## src/rtl/conv_pkg.sv

```systemverilog
// Shared types and saturation helper for the streaming convolution engine.
package conv_pkg;

  // Default sample width and the matching saturation bounds.
  localparam int unsigned T_DEF = 16;
  localparam logic signed [T_DEF-1:0] SAT_MAX = {1'b0, {(T_DEF-1){1'b1}}};
  localparam logic signed [T_DEF-1:0] SAT_MIN = {1'b1, {(T_DEF-1){1'b0}}};

  typedef enum logic [1:0] {
    LOAD    = 2'd0,
    COMPUTE = 2'd1,
    OUTPUT  = 2'd2
  } state_t;

  // Clamp a sign-extended value to the signed range of 'width' bits.
  // Callers sign-extend their 2T-bit or (T+1)-bit results into 64 bits first
  // and keep the low 'width' bits of the result.
  function automatic logic signed [63:0] sat(input logic signed [63:0] v,
                                             input int unsigned width);
    logic signed [63:0] hi;
    logic signed [63:0] lo;
    hi = (64'sd1 <<< (width - 32'd1)) - 64'sd1;
    lo = -hi - 64'sd1;
    if (v > hi) begin
      sat = hi;
    end else if (v < lo) begin
      sat = lo;
    end else begin
      sat = v;
    end
  endfunction

endpackage

```

## src/rtl/conv_mem.sv

```systemverilog
// Simple dual-address RAM: one write port, one registered (synchronous) read port.
module conv_mem #(
  parameter int unsigned W  = 16,
  parameter int unsigned D  = 16,
  parameter int unsigned AW = (D > 1) ? $clog2(D) : 1
) (
  input  logic          clk_i,
  input  logic          rst_i,
  input  logic          we_i,
  input  logic [AW-1:0] waddr_i,
  input  logic [W-1:0]  wdata_i,
  input  logic [AW-1:0] raddr_i,
  output logic [W-1:0]  rdata_o
);

  logic [W-1:0] mem_q [D];
  logic [W-1:0] rdata_q;

  // Storage array write; contents are not reset, a new job simply overwrites them.
  always_ff @(posedge clk_i) begin
    if (we_i) begin
      mem_q[waddr_i] <= wdata_i;
    end
  end

  // Registered read so data appears one cycle after the address.
  always_ff @(posedge clk_i or posedge rst_i) begin
    if (rst_i) begin
      rdata_q <= {W{1'b0}};
    end else begin
      rdata_q <= mem_q[raddr_i];
    end
  end

  assign rdata_o = rdata_q;

endmodule

```

## src/rtl/conv_sat_mac.sv

```systemverilog
// Two-stage multiply / saturating-accumulate pipeline. Knows nothing about
// addressing: 'en' marks a valid operand pair, 'clr' zeroes the accumulator.
module conv_sat_mac
  import conv_pkg::*;
#(
  parameter int unsigned T = 16
) (
  input  logic                clk,
  input  logic                reset,
  input  logic                clr,
  input  logic                en,
  input  logic signed [T-1:0] a,
  input  logic signed [T-1:0] b,
  output logic signed [T-1:0] acc
);

  logic signed [T-1:0]   prod_q;
  logic signed [T-1:0]   prod_d;
  logic                  pv_q;
  logic signed [T-1:0]   acc_q;
  logic signed [T-1:0]   acc_d;
  logic signed [2*T-1:0] a_w;
  logic signed [2*T-1:0] b_w;
  logic signed [2*T-1:0] prod_full;
  logic signed [63:0]    prod_w;
  logic signed [63:0]    sum_w;

  // Full-precision product and saturated sum; neither step may wrap.
  always_comb begin
    a_w       = (2*T)'(a);
    b_w       = (2*T)'(b);
    prod_full = a_w * b_w;
    prod_w    = 64'(prod_full);
    prod_d    = T'(sat(prod_w, T));
    sum_w     = 64'(acc_q) + 64'(prod_q);
    acc_d     = T'(sat(sum_w, T));
  end

  // Product register, its valid flag, and the accumulator.
  always_ff @(posedge clk or posedge reset) begin
    if (reset) begin
      prod_q <= {T{1'b0}};
      pv_q   <= 1'b0;
      acc_q  <= {T{1'b0}};
    end else begin
      prod_q <= prod_d;
      pv_q   <= en;
      if (clr) begin
        acc_q <= {T{1'b0}};
      end else if (pv_q) begin
        acc_q <= acc_d;
      end else begin
        acc_q <= acc_q;
      end
    end
  end

  assign acc = acc_q;

endmodule

```

## src/rtl/conv_stream_param.sv

```systemverilog
// Streaming 1-D convolution: loads N x samples and M coefficients per job,
// then emits N-M+1 saturated (optionally ReLU-clamped) outputs one at a time.
module conv_stream_param
  import conv_pkg::*;
#(
  parameter int unsigned T    = 16,
  parameter int unsigned N    = 16,
  parameter int unsigned M    = 4,
  parameter bit          RELU = 1'b1
) (
  input  logic         clk,
  input  logic         reset,
  input  logic [T-1:0] s_data_in_x,
  input  logic         s_valid_x,
  output logic         s_ready_x,
  input  logic [T-1:0] s_data_in_f,
  input  logic         s_valid_f,
  output logic         s_ready_f,
  output logic [T-1:0] m_data_out_y,
  output logic         m_valid_y,
  input  logic         m_ready_y
);

  localparam int unsigned XCW = $clog2(N + 1);
  localparam int unsigned XAW = $clog2(N);
  localparam int unsigned FCW = $clog2(M + 1);
  localparam int unsigned FAW = $clog2(M);
  localparam int unsigned CW  = $clog2(M + 3);

  state_t          state_q, state_d;
  logic [XCW-1:0]  x_cnt_q, x_cnt_d;
  logic [FCW-1:0]  f_cnt_q, f_cnt_d;
  logic [XCW-1:0]  j_q, j_d;
  logic [CW-1:0]   c_q, c_d;
  logic            run_q;
  logic            rd_v_q;
  logic [T-1:0]    y_q, y_d;
  logic            y_valid_q, y_valid_d;

  logic            x_full;
  logic            f_full;
  logic            x_we;
  logic            f_we;
  logic            issue;
  logic            mac_clr;
  logic [XAW-1:0]  x_raddr;
  logic [FAW-1:0]  f_raddr;
  logic [T-1:0]    x_rdata;
  logic [T-1:0]    f_rdata;
  logic signed [T-1:0] acc_s;
  logic [T-1:0]    y_fin;

  // Handshake, read-address and output-shaping logic; readies depend only on
  // state and counters, and stay low until the first clock after reset.
  always_comb begin
    x_full    = (x_cnt_q == XCW'(N));
    f_full    = (f_cnt_q == FCW'(M));
    s_ready_x = run_q && (state_q == LOAD) && !x_full;
    s_ready_f = run_q && (state_q == LOAD) && !f_full;
    x_we      = s_valid_x && s_ready_x;
    f_we      = s_valid_f && s_ready_f;
    issue     = (state_q == COMPUTE) && (c_q < CW'(M));
    mac_clr   = (state_q == COMPUTE) && (c_q == {CW{1'b0}});
    if (issue) begin
      x_raddr = XAW'(j_q) + XAW'(c_q);
      f_raddr = FAW'(c_q);
    end else begin
      x_raddr = {XAW{1'b0}};
      f_raddr = {FAW{1'b0}};
    end
    if (RELU && acc_s[T-1]) begin
      y_fin = {T{1'b0}};
    end else begin
      y_fin = acc_s;
    end
  end

  // Next-state logic for the LOAD -> COMPUTE -> OUTPUT sequence and its counters.
  always_comb begin
    state_d   = state_q;
    x_cnt_d   = x_cnt_q;
    f_cnt_d   = f_cnt_q;
    j_d       = j_q;
    c_d       = c_q;
    y_d       = y_q;
    y_valid_d = y_valid_q;
    case (state_q)
      LOAD: begin
        if (x_we) begin
          x_cnt_d = x_cnt_q + XCW'(1);
        end else begin
          x_cnt_d = x_cnt_q;
        end
        if (f_we) begin
          f_cnt_d = f_cnt_q + FCW'(1);
        end else begin
          f_cnt_d = f_cnt_q;
        end
        if (x_full && f_full) begin
          state_d = COMPUTE;
          c_d     = {CW{1'b0}};
          j_d     = {XCW{1'b0}};
        end else begin
          state_d = LOAD;
        end
      end
      COMPUTE: begin
        // acc holds the finished sum during the last compute cycle.
        if (c_q == CW'(M + 2)) begin
          state_d   = OUTPUT;
          y_d       = y_fin;
          y_valid_d = 1'b1;
        end else begin
          c_d = c_q + CW'(1);
        end
      end
      OUTPUT: begin
        if (m_ready_y) begin
          y_valid_d = 1'b0;
          c_d       = {CW{1'b0}};
          if (j_q == XCW'(N - M)) begin
            state_d = LOAD;
            x_cnt_d = {XCW{1'b0}};
            f_cnt_d = {FCW{1'b0}};
            j_d     = {XCW{1'b0}};
          end else begin
            state_d = COMPUTE;
            j_d     = j_q + XCW'(1);
          end
        end else begin
          state_d = OUTPUT;
        end
      end
      default: begin
        state_d   = LOAD;
        x_cnt_d   = {XCW{1'b0}};
        f_cnt_d   = {FCW{1'b0}};
        j_d       = {XCW{1'b0}};
        c_d       = {CW{1'b0}};
        y_valid_d = 1'b0;
      end
    endcase
  end

  // State, counters, read-valid pipeline flag and the output register.
  always_ff @(posedge clk or posedge reset) begin
    if (reset) begin
      state_q   <= LOAD;
      x_cnt_q   <= {XCW{1'b0}};
      f_cnt_q   <= {FCW{1'b0}};
      j_q       <= {XCW{1'b0}};
      c_q       <= {CW{1'b0}};
      run_q     <= 1'b0;
      rd_v_q    <= 1'b0;
      y_q       <= {T{1'b0}};
      y_valid_q <= 1'b0;
    end else begin
      state_q   <= state_d;
      x_cnt_q   <= x_cnt_d;
      f_cnt_q   <= f_cnt_d;
      j_q       <= j_d;
      c_q       <= c_d;
      run_q     <= 1'b1;
      rd_v_q    <= issue;
      y_q       <= y_d;
      y_valid_q <= y_valid_d;
    end
  end

  conv_mem #(.W(T), .D(N), .AW(XAW)) u_xmem (
    .clk_i   (clk),
    .rst_i   (reset),
    .we_i    (x_we),
    .waddr_i (XAW'(x_cnt_q)),
    .wdata_i (s_data_in_x),
    .raddr_i (x_raddr),
    .rdata_o (x_rdata)
  );

  conv_mem #(.W(T), .D(M), .AW(FAW)) u_fmem (
    .clk_i   (clk),
    .rst_i   (reset),
    .we_i    (f_we),
    .waddr_i (FAW'(f_cnt_q)),
    .wdata_i (s_data_in_f),
    .raddr_i (f_raddr),
    .rdata_o (f_rdata)
  );

  conv_sat_mac #(.T(T)) u_mac (
    .clk   (clk),
    .reset (reset),
    .clr   (mac_clr),
    .en    (rd_v_q),
    .a     (x_rdata),
    .b     (f_rdata),
    .acc   (acc_s)
  );

  assign m_data_out_y = y_q;
  assign m_valid_y    = y_valid_q;

endmodule

```

## config.mk

```make
export PLATFORM = sky130hd
export DESIGN_NAME = conv_stream_param
export DESIGN_NICKNAME = d
export VERILOG_FILES = /design/src/rtl/conv_pkg.sv /design/src/rtl/conv_mem.sv /design/src/rtl/conv_sat_mac.sv /design/src/rtl/conv_stream_param.sv
export SDC_FILE = /design/constraint.sdc
export NUM_CORES = 1
export LEC_CHECK = 0
export ABC_CLOCK_PERIOD_IN_PS = 7600
export CAP_MARGIN = 15
export CELL_PAD_IN_SITES_DETAIL_PLACEMENT = 1
export CELL_PAD_IN_SITES_GLOBAL_PLACEMENT = 1
export CORE_ASPECT_RATIO = 1.75
export CORE_UTILIZATION = 52
export CTS_CLUSTER_DIAMETER = 100
export CTS_CLUSTER_SIZE = 10
export DETAILED_ROUTE_END_ITERATION = 7
export PLACE_DENSITY = 0.85
export SLEW_MARGIN = 10
export SYNTH_ARGS = -nofsm -noshare
export SYNTH_HDL_FRONTEND = slang
export SYNTH_SLANG_ARGS = --single-unit
```

## constraint.sdc

```tcl
create_clock -name clk -period 7.6 [get_ports clk]
set_input_delay 1.14 -clock clk [delete_from_list [all_inputs] [get_ports clk]]
set_output_delay 1.14 -clock clk [all_outputs]
set_load 0.1 [all_outputs]
```

### Word-level counts from Yosys, hierarchy flattened

Memory sizes are Yosys's and may differ from the RTL's. A register that Yosys moved wholly into a read port is not among the register bits.
Index checks and enable logic that the tools add are counted.
Widths: inputs -> output; s select.

* flip-flop bits (word level): 70
* bits in writable memories: 320
* bits of input ports: 37
* word-level logic and storage cells: 97
* memories kept: 2

Memory list
* u_xmem.mem_q: depth 16, bits a word 16, read ports 1, clocked after memory_dff 1, write ports 1, RTL line conv_mem.sv:16 `logic [W-1:0] mem_q [D];`
* u_fmem.mem_q: depth 4, bits a word 16, read ports 1, clocked after memory_dff 1, write ports 1, RTL line conv_mem.sv:16

* add/sub/neg operators: 6
* multiply operators: 1
* $lt $le $gt $ge: 5
* eq/ne operators: 13
* mux-type cells: 37
* bitwise logic cells: 2
* reductions and logical operators: 19

Operators by type and width (number)
* $mux 16: 6
* $gt 32x16->1 const B: 1
* $lt 32x16->1 const B: 1
* $mul 16x16->32: 1
* $mux 5: 6
* $pmux 5 s3: 2
* $mux 3: 6
* $pmux 3 s3: 2
* $add 16x16->17: 1
* $gt 17x16->1 const B: 1
* $lt 17x16->1 const B: 1
* $mux 15: 1
* $add 5x1->5 const B: 2
* $reduce_and 3->1: 3
* $logic_and 1x1->1: 8
* $mux 1: 8
* $ne 2x2->1 const B: 4
* $reduce_and 4->1: 2
* $add 3x1->3 const B: 2
* $eq 3x3->1 const B: 2
* $mux 2: 3
* $ne 2x1->1 const B: 3
* $pmux 2 s3: 1
* $eq 5x4->1 const B: 1
* other kinds (13): 15

### Logic depth before layout (Yosys ltp)

Gate-level depths: netlist (run 1).

* depth in word-level cells: 6
* depth in mapped cells: 26
* depth with buffers taken out: 23

### Hierarchy

A second synthesis (run 1) with hierarchy kept.

* cell total of the unflattened synthesis: 2077
* area total of the unflattened synthesis: 27055.9 sq um

Modules (own cells, without submodules)
* conv_sat_mac: times used 1, cells each 1330, area an instance 12209.2 sq um
* conv_mem (u_xmem): times used 1, cells each 433, area an instance 10127.2 sq um
* conv_mem (u_fmem): times used 1, cells each 105, area an instance 2781.4 sq um
* conv_stream_param: times used 1, cells each 209, area an instance 1938.1 sq um

### Worst setup path before layout (run 1)

No wires, ideal clock.

* kind: reg-to-reg
* start: register u_xmem.rdata_q[15], in the netlist u_xmem.rdata_o[15], read port of u_xmem.mem_q
* end: register u_mac.prod_q[10]
* setup time: 132 ps
* arrival time: 6491 ps
* required time: 7468 ps
* path slack: 977 ps
* stages on the path, launching flop included: 23
* buffers on the path: 3
* clock period less this slack: 6623 ps
* cells stage by stage: dfrtp_1 -> clkbuf_1 -> nand2_1 -> fa_1 -> inv_1 -> fa_1 -> fa_1 -> fa_1 -> fa_1 -> inv_1 -> fa_1 -> inv_1 -> ha_1 -> buf_4 -> nand4_1 -> or2_2 -> a2111oi_2 -> nor4_2 -> nor4_1 -> nand4_1 -> o21ai_2 -> buf_6 -> o211ai_1

* word-level cells in the longest chain between the ends: 4
* elaborated cells on any way between the ends: 5
* classes of those cells: 1 x mul; 2 x order compare; 2 x mux

Ends and longest elaborated chain
* start: declaration: RTL line conv_mem.sv:17 `logic [W-1:0] rdata_q;`
* $mul 16x16->32 (*): RTL line conv_sat_mac.sv:32 `prod_full = a_w * b_w;`
* $lt 32x16->1: RTL line conv_pkg.sv:26 `end else if (v < lo) begin`
* $mux 16: RTL line conv_pkg.sv:26
* $mux 16 (*): RTL line conv_pkg.sv:24 `if (v > hi) begin`
* named net u_mac.prod_d[10]: RTL line conv_sat_mac.sv:18 `logic signed [T-1:0] prod_d;`
* end signal: assignment: RTL line conv_sat_mac.sv:42 `prod_q <= {T{1'b0}};`
* end signal: assignment: RTL line conv_sat_mac.sv:46 `prod_q <= prod_d;`
* end: declaration: RTL line conv_sat_mac.sv:17 `logic signed [T-1:0] prod_q;`

The timed path passes the listed nets; every way through them passes the cells marked *.
A chain may end at the register's enable or synchronous reset.

### Worst setup path in the final report (run 1)

* start: register u_xmem.rdata_q[7], in the netlist u_xmem.rdata_o[7], read port of u_xmem.mem_q
* end: register u_mac.prod_q[5]

Same word-level chain as after synthesis.

==> results.yml, run 1 <==
run_status:
  status: "finished clean"
sta:
  whs_ns: 0.351
  worst_pin_slew_ns: 1.12
  fmax_mhz: 134
  period_needed_ns: 7.47
  skew_ns: 0.0361
  worst_slack_ns: 0.131
  hold_viol: 0
  min_period_over_period_pct: 98.3
  setup_tns_ns: 0
  setup_viol: 0
  drv_slew: 0
  rsz0062_at_grt: "false"
  relSlewSlack_pct: 25.3
clock_tree:
  cts_buffers: 48
  root_buffer: "clkbuf_16"
  htree_num_levels: 2
  cts.sinks: 421
  cts_tree: "done"
  clk_pin_slew_ns: 0.06
  clock_latency_ns: 0.59
  clockBufferDepth: 3
worst_setup_path:
  cp_cell_sequence: "nand2_1 -> fa_1 -> inv_1 -> fa_1 -> fa_1 -> fa_1 -> fa_1 -> inv_1 -> fa_1 -> inv_1 -> ha_1 -> a211o_1 -> a21oi_1 -> xor2_1 -> a211o_1 -> a211oi_1 -> nand4_1 -> nor4_4 -> buf_4 -> nand3_1 -> o211ai_1"
  slowest_delay_ns: 0.79
  cp_top_family: "adder cells"
  worstPathRequired_ns: 8.09
  worstPathArrival_ns: 7.96
  crit_slowest_cell: "dfrtp_1"
  crit_path_frequent_cell: "fa_1"
  path_depth: 21
  crit_type: "reg2reg"
  r2r_cells: 21
  path_buf_inv: 4
  endpoint_kind: "register"
  start_kind: "register"
  critPathMaxFanout: 16
synth:
  synth_top_area_share_pct: 34.3
  async_reset_ff_share_pct: 24.0
  ys.flop_type: "edfxtp_1"
  yosysWarnings: 0
  yosysTopAreaCell: "edfxtp_1"
  synth_nets: 2992
  ys_types: 83
  yosysSeqAreaShare_pct: 43.3
  synth_edf_count: 320
  syn_area_mm2: 0.0280
  syn_area_per_cell_um2: 10.9
  yosys_register_bits: 421
  syn_inst: 2577
  synthTopCellsByArea: "edfxtp_1 34%, fa_1 19%, dfrtp_1 9.0%"
floorplan:
  ioPinCount: 56
  die_area_mm2: 0.0548
  die_w_um: 177
  num_rows: 112
  start_util_pct: 52.6
  die_h_um: 309
  core_mm2: 0.0533
place:
  place_hpwl_um: 61800
  dp_cells: 3232
  pre_cts_slack_ns: 0.190
  port_buffers: 54
  gp_congestion: 0.944
route:
  wl_um: 85900
  vias: 20400
  first_pass_iters: 7
  ant_nets: 0
  wl_per_cell_um: 25.9
  avgViaCountPerCell: 6.15
  initialDrtViolationCount: 1322
  route.detailed.drc: 0
finish:
  drive_gt1_share_pct: 5.61
  final_cell_mix: "372 x nand2_1, 320 x edfxtp_1, 307 x inv_1"
  final_nets: 3014
  layout_commonest_cell: "nand2_1"
  fin_cells: 3324
  synthToLayoutAreaGrowth_pct: 9.67
grt:
  antenna_found_initial: 4
  grtUsageTotal_pct: 32.2
  grt_pass1_vias: 23600
  grt-ovfl-total: 0
  grt_max_degree: 95
  grt_pass1_wl_um: 132000
worst_hold_path:
  hp-class: "reg2reg"
  holdPathStages: 0
job:
  drv_cap: 0
==> cell type report <==
class                      count  area, µm²
timing repair buffer          97        881
multi-input combinational   1721      14200
inverter                     310       1170
clock inverter                 4       60.1
tap                          684        856
sequential                   421      12100
clock buffer                  83       1350
fill                        5567      22500
antenna                        4       10.0
==> synth_stat cells (6+ instances only) <==
library cell  count
nand3_1          45
o221ai_1         16
nor4_1            7
or3_1            19
o31ai_1           6
xnor2_1          29
dfrtp_1         101
ha_1            114
o21ai_0         132
a21o_1           20
clkbuf_1        105
and3_1           24
o211ai_1         18
nand2_1         375
a211oi_1         22
buf_2             7
nand4_1          13
and2_1          131
edfxtp_1        320
inv_1           308
a221o_1          13
nor2b_1          19
xor2_1           19
nor3_1           26
a21oi_1          91
fa_1            264
a31oi_1           6
o21a_1           10
or2_2             6
nor2_1          141
a311oi_1         48
nand2b_1         27
==> final timing paths <==
path	slack, ns	endpoint	from
worst max-delay path	0.13	u_mac.prod_q[5]	u_xmem.rdata_o[7]
worst min-delay path	0.35	u_mac.pv_q	rd_v_q
worst max register to register	0.13	u_mac.prod_q[5]	u_xmem.rdata_o[7]
worst min register to register	0.35	u_mac.pv_q	rd_v_q
max in group asynchronous	5.31	u_xmem.rdata_o[6]	reset
min in group asynchronous	0.94	m_data_out_y[2]	reset
==> cell families (layout without fill, tap and decap cells) <==
logic type	Yosys count	after routing	synth area share (%)
AO/OA/AOI/OAI	434	434	10.5
multiplexers	6	6	0.223
adder cells (fa/ha/maj)	379	379	24.0
other	2	6	0.0268
flip-flops	421	421	43.3
buffers and inverters	435	494	6.01
AND/OR/NAND/NOR	851	851	14.3
XOR/XNOR	49	49	1.60
==> flip-flops by register name, indices dropped and copies added, names as in the netlist <==
register / count
c_q: 3
f_cnt_q: 3
j_q: 5
m_data_out_y: 15
m_valid_y: 1
rd_v_q: 1
run_q: 1
state_q: 2
u_fmem.mem_q: 64
u_fmem.rdata_o: 16
u_mac.acc: 16
u_mac.prod_q: 16
u_mac.pv_q: 1
u_xmem.mem_q: 256
u_xmem.rdata_o: 16
x_cnt_q: 5
==> repair_timing <==
item                                    4_1_cts  5_1_grt
endpoints found under the setup margin        0       15
hold buffers                                  0        0
buffers inserted                              0        0
resized for setup                             0        8
==> metal layers <==
| layer | share of wire [%] | GRT usage, % | up-vias |
|---|---|---|---|
| met5 | 0.017 | 0 | - |
| met4 | 7.6 | 22.9 | 2 |
| met3 | 4.7 | 4.62 | 388 |
| met2 | 56 | 61.5 | 820 |
| met1 | 32 | 30.8 | 10500 |
| li1 | - | - | 8743 |
==> through the flow <==
stage / util, % / area [µm²]
2_1_floorplan: - / 28000
3_3_place_gp: 54.9 / 29200
3_5_place_dp: 54.9 / 29200
4_1_cts: 57.6 / 30700
5_1_grt: 57.7 / 30700
6_report: 57.7 / 30700
Power of run 1 is left out: the tool's default activity adds up to more than one toggle a clock period on the data nets, which glitch-free logic cannot reach.
==> run 2: changes to the inputs <==
--- a/config.mk
+++ b/config.mk
@@ -15,6 +15,7 @@
 export CTS_CLUSTER_SIZE = 10
 export DETAILED_ROUTE_END_ITERATION = 7
 export PLACE_DENSITY = 0.85
+export SKIP_LAST_GASP = 1
 export SLEW_MARGIN = 10
 export SYNTH_ARGS = -nofsm -noshare
 export SYNTH_HDL_FRONTEND = slang
==> results of run 2 <==
The final DEF is identical to that of run 1; final timing and power are the same.
Power of run 2 is left out for the same reason.
==> variant 1: new RTL, settings of run 1 <==
`RELU`: 1'b1 -> 1'b0.
--- a/src/rtl/conv_stream_param.sv
+++ b/src/rtl/conv_stream_param.sv
@@ -6,7 +6,7 @@
   parameter int unsigned T    = 16,
   parameter int unsigned N    = 16,
   parameter int unsigned M    = 4,
-  parameter bit          RELU = 1'b1
+  parameter bit          RELU = 1'b0
 ) (
   input  logic         clk,
   input  logic         reset,
Check against the original RTL: no difference found for any inputs over 10 cycles, from zero or initial values and one cycle with reset high; that may be too few to reach the edited logic, so the function may still have changed.
==> variant 1 against run 1 <==
  * Utilization increased by 0.58 points
  * Wire length is 5.1% lower
  * Count of clock-buffer cells in the layout is 2 lower
  * Area after synthesis is 2.7% lower
  * Non-clock buffer count is 6 higher
  * Final area shrank 2.1%
  * Worst setup slack better by 170 ps
  * Hold slack worse by 1.2 ps
  * Sequential cell count rose by 1
  * Critical path type unchanged
  * Largest cell class unchanged
  * Highest routed layer is now met4
Power is left out: the tool's default activity adds up to more than one toggle a clock period on the data nets, which glitch-free logic cannot reach.
==> variant 1: results (changes against run 1) <==
number of sinks on the clock net=422 (was 421); Mapped Nets=2800 (was 2992); most numerous cell types in the synthesized netlist=343 x sky130_fd_sc_hd__nand2_1, 320 x sky130_fd_sc_hd__edfxtp_1, 314 x sky130_fd_sc_hd__inv_1 (was 375 x sky130_fd_sc_hd__nand2_1, 320 x sky130_fd_sc_hd__edfxtp_1, 308 x sky130_fd_sc_hd__inv_1); Routed Wire Length=81500 µm (was 85900 µm); placed instance count=3044 (was 3232); total track usage=0.311 (was 0.322); pin count of the biggest net entering global routing=80 (was 95); cells after synthesis=2385 (was 2577); final core utilization=0.582 (was 0.577); fraction of cell area in non-clock buffers=0.0304 (was 0.0287); Worst-Skew Late Latency=620 ps (was 590 ps); headroom to the max-slew limit=0.334 (was 0.253); fraction of the mapped netlist area in adder cells=0.246 (was 0.240); Detailed Place HPWL=55700 µm (was 61800 µm); GR Layer Usage met2=0.585 (was 0.615); area fraction in compound gates after synthesis=0.0851 (was 0.105); post-synthesis async set-or-reset flop share=0.242 (was 0.240); routability cong.=0.892 (was 0.944); number of inserted filler cells in the final layout=5272 (was 5567); number of detailed-routing iterations run before antenna repair=5 (was 7); met3 usage=0.0388 (was 0.0462); met1 capacity usage during global routing=0.309 (was 0.308); vias per inst=6.05 (was 6.15); wire length of the first global-routing pass=124000 µm (was 132000 µm); status=finished clean (unchanged); DR iter-0 viols=1228 (was 1322); Non-CTS buffers=103 (was 97); number of global-route vias before repair=21927 (was 23640); sequential share of cell area=0.406 (was 0.395); synth top area cells=sky130_fd_sc_hd__edfxtp_1 35%, sky130_fd_sc_hd__fa_1 19%, sky130_fd_sc_hd__dfrtp_1 9.4% (was sky130_fd_sc_hd__edfxtp_1 34%, sky130_fd_sc_hd__fa_1 19%, sky130_fd_sc_hd__dfrtp_1 9.0%); CP startpoint=u_fmem.rdata_o[12]$_DFF_PP0_ (was u_xmem.rdata_o[7]$_DFF_PP0_); area occupied by multi-input gates=0.0135 mm² (was 0.0142 mm²); distinct cell type count of the synthesized netlist=69 (was 83); post-synthesis mux area share=0.0213 (was 0.00223); well-tap cell count=672 (was 684); multi-input gates=1533 (was 1721); Setup Skew=46.3 ps (was 36.1 ps); CP max stage delay=820 ps (was 790 ps)
## variant 1: changes by cell type in the layout (fill, tap and decap cells not counted), moves of 12 or more
cell	delta
sky130_fd_sc_hd__and3_1	+13
sky130_fd_sc_hd__o21ai_0	-39
sky130_fd_sc_hd__nor2_1	-51
sky130_fd_sc_hd__nor3_1	-16
sky130_fd_sc_hd__dfrtp_2	+17
sky130_fd_sc_hd__nand2b_1	-12
sky130_fd_sc_hd__nor2b_1	-17
sky130_fd_sc_hd__dfrtp_1	-17
sky130_fd_sc_hd__o221ai_1	-13
sky130_fd_sc_hd__mux4_2	+15
sky130_fd_sc_hd__nand2_1	-30
sky130_fd_sc_hd__nand3_1	-12
sky130_fd_sc_hd__mux2_2	+15
sky130_fd_sc_hd__a311oi_1	-17
## variant 1: what timing repair did
action / in CTS / in global routing
setup buffers: 0 / 2
endpoints found under the setup margin: 0 / 15
gates resized for setup: 0 / 28
## variant 1: final timing paths
path | end | slack (ps) | cells after the start
worst max-delay path | u_mac.prod_q[1]$_DFF_PP0_ | 300 | 22
worst min-delay path | u_mac.pv_q$_DFF_PP0_ | 350 | 0
worst max register to register | u_mac.prod_q[1]$_DFF_PP0_ | 300 | 22
worst min register to register | u_mac.pv_q$_DFF_PP0_ | 350 | 0
max in group asynchronous | u_fmem.rdata_o[7]$_DFF_PP0_ | 5210 | 3
min in group asynchronous | m_data_out_y[15]$_DFFE_PP0P_ | 1000 | 2
## variant 1: layer usage
layer / routed length, µm / share of wire / up-vias
met5: 0 / 0 / -
met4: 6280 / 0.077 / 0
met3: 3730 / 0.046 / 342
met2: 45600 / 0.56 / 758
met1: 25900 / 0.32 / 9832
li1: - / - / 8044
==> variant 2: new RTL, flow settings as in run 1 <==
Made on the original files. The 3 states of `state_t` get a one-hot encoding in 3 bits.
--- a/src/rtl/conv_pkg.sv
+++ b/src/rtl/conv_pkg.sv
@@ -6,10 +6,10 @@
   localparam logic signed [T_DEF-1:0] SAT_MAX = {1'b0, {(T_DEF-1){1'b1}}};
   localparam logic signed [T_DEF-1:0] SAT_MIN = {1'b1, {(T_DEF-1){1'b0}}};
 
-  typedef enum logic [1:0] {
-    LOAD    = 2'd0,
-    COMPUTE = 2'd1,
-    OUTPUT  = 2'd2
+  typedef enum logic [2:0] {
+    LOAD    = 3'b001,
+    COMPUTE = 3'b010,
+    OUTPUT  = 3'b100
   } state_t;
 
   // Clamp a sign-extended value to the signed range of 'width' bits.
Check against the original RTL: same outputs for any inputs over 10 cycles, from zero or initial values and one cycle with reset high; not proved beyond that.
==> variant 2 against run 1 <==
  * Final area increased by 0.12%
  * Wire length decreased by 3.1%
  * Sequential cell count increased by 1
  * Sequential share of layout area increased by 0.098 points
  * Worst setup slack improved by 100 ps
  * Area after synthesis decreased by 0.35%
Power is not shown: default switching activity piles up to over one toggle a cycle in this logic, so the estimate is an artifact.
==> variant 2: results (changes against run 1) <==
distinct cell type count of the synthesized netlist=72 (was 83); Hold Path End=u_mac.pv_q$_DFF_PP0_ (unchanged); placed instance count=3209 (was 3232); Seq/Total Area, Yosys=0.436 (was 0.433); synth top area cells=sky130_fd_sc_hd__edfxtp_1 34%, sky130_fd_sc_hd__fa_1 19%, sky130_fd_sc_hd__dfrtp_1 9.1% (was sky130_fd_sc_hd__edfxtp_1 34%, sky130_fd_sc_hd__fa_1 19%, sky130_fd_sc_hd__dfrtp_1 9.0%); number of global-route vias before repair=22987 (was 23640); worst-path maximum fanout=16 (unchanged); critical path arrival=7830 ps (was 7960 ps); vias per inst=6.07 (was 6.15); worst hold path stage count=0 (unchanged); initial antenna violation count=3 (was 4); Avg Synthesized Cell Area=10.9 µm² (about the same); CTS buffer count=48 (unchanged); CTS-repair resized insts=2 (was 0); type of the tightest min-delay check=reg2reg (unchanged); net count reported at finish=3000 (was 3014); number of enable flip-flop cells after synthesis=320 (unchanged); number of levels the H-tree was split into=2 (unchanged); clock slew seen by the registers of the worst setup and hold paths=60 ps (about the same); routability cong.=0.915 (was 0.944); worst reg2reg path endpoint=u_mac.prod_q[4]$_DFF_PP0_ (was u_mac.prod_q[5]$_DFF_PP0_); DR iter-0 viols=1281 (was 1322); cells on worst reg2reg path=22 (was 21); Detailed Place HPWL=59500 µm (was 61800 µm); register-to-register setup slack=230 ps (was 130 ps); layout cells sized above 1=0.0629 (was 0.0561); beginning of the worst register-to-register path=u_xmem.rdata_o[3]$_DFF_PP0_ (was u_xmem.rdata_o[7]$_DFF_PP0_); post-synthesis async set-or-reset flop share=0.242 (was 0.240); post-CTS setup buffer count=0 (unchanged); number of detailed-routing iterations run before antenna repair=5 (was 7); routed wirelength normalized by instance count=25.2 µm (was 25.9 µm); headroom to the max-slew limit=0.204 (was 0.253); Syn. warnings=0 (unchanged); total track usage=0.314 (was 0.322); wire length of the first global-routing pass=128000 µm (was 132000 µm); total placed instance area=0.0292 mm² (about the same); hold slack final=349 ps (was 351 ps); most numerous cell types in the synthesized netlist=320 x sky130_fd_sc_hd__edfxtp_1, 313 x sky130_fd_sc_hd__inv_1, 282 x sky130_fd_sc_hd__nand2_1 (was 375 x sky130_fd_sc_hd__nand2_1, 320 x sky130_fd_sc_hd__edfxtp_1, 308 x sky130_fd_sc_hd__inv_1); status=finished clean (unchanged); largest registers in the final layout=u_xmem.mem_q x256, u_fmem.mem_q x64 (unchanged); pin count of the biggest net entering global routing=89 (was 95); vias=20113 (was 20449); Setup Skew=24.2 ps (was 36.1 ps); Worst-Skew Late Latency=approximately 600 ps; setup slack at placement=-142 ps (was 190 ps)
variant 2: layout make-up:
class,instances,area (µm²)
Antenna cell,2,5.00
Clock buffer,86,1370
Clock inverter,4,51.3
Fill cell,5571,22400
Inverter,314,1180
Multi-Input combinational cell,1692,14100
Sequential cell,422,12200
Tap cell,684,856
Timing Repair Buffer,107,958
variant 2: metal layers:
metal,track usage,vias up,part of all wire
met2,0.588,685,0.56
li1,-,8691,-
met5,0,-,0.00016
met3,0.0425,361,0.037
met1,0.304,10374,0.33
met4,0.239,2,0.078
variant 2: logic make-up (layout without fill, tap and decap cells):
family,count (synthesis),count (layout),share of synthesized area
AO/OA/AOI/OAI,465,465,0.113
XOR/XNOR,51,51,0.0160
adder cells (fa/ha/maj),378,378,0.241
buffers and inverters,444,511,0.0605
flip-flops,422,422,0.436
other,2,4,0.000269
AND/OR/NAND/NOR,796,796,0.134
variant 2: worst max path at each step:
stage | start | end | slack, ps | cells past startpoint
after detailed placement | u_fmem.rdata_o[2]$_DFF_PP0_ | u_mac.prod_q[3]$_DFF_PP0_ | -140 | 21
after global placement | u_fmem.rdata_o[2]$_DFF_PP0_ | u_mac.prod_q[4]$_DFF_PP0_ | 250 | 21
after global routing | u_fmem.rdata_o[4]$_DFF_PP0_ | u_mac.prod_q[4]$_DFF_PP0_ | 5 | 22
after CTS | u_fmem.rdata_o[1]$_DFF_PP0_ | u_mac.prod_q[3]$_DFF_PP0_ | 50 | 20
final | u_xmem.rdata_o[3]$_DFF_PP0_ | u_mac.prod_q[4]$_DFF_PP0_ | 230 | 22
after floorplan | u_fmem.rdata_o[1]$_DFF_PP0_ | u_mac.prod_q[10]$_DFF_PP0_ | 920 | 23
variant 2: worst max-delay path, stage by stage (launching register included):
cell                       delay, ps
sky130_fd_sc_hd__dfrtp_1         610
sky130_fd_sc_hd__and2_1          270
sky130_fd_sc_hd__fa_1            490
sky130_fd_sc_hd__inv_1            60
sky130_fd_sc_hd__fa_1            530
sky130_fd_sc_hd__inv_1            50
sky130_fd_sc_hd__fa_1            540
sky130_fd_sc_hd__fa_1            450
sky130_fd_sc_hd__fa_1            510
sky130_fd_sc_hd__inv_1            60
sky130_fd_sc_hd__fa_1            480
sky130_fd_sc_hd__inv_1            40
sky130_fd_sc_hd__ha_1            440
sky130_fd_sc_hd__nand4_1         160
sky130_fd_sc_hd__nor3_1          310
sky130_fd_sc_hd__o211ai_1        200
sky130_fd_sc_hd__a21boi_0        490
sky130_fd_sc_hd__o21ai_0         220
sky130_fd_sc_hd__a221oi_2        290
sky130_fd_sc_hd__nand4_1         210
sky130_fd_sc_hd__o41ai_4         370
sky130_fd_sc_hd__buf_4           300
sky130_fd_sc_hd__o221ai_1        150
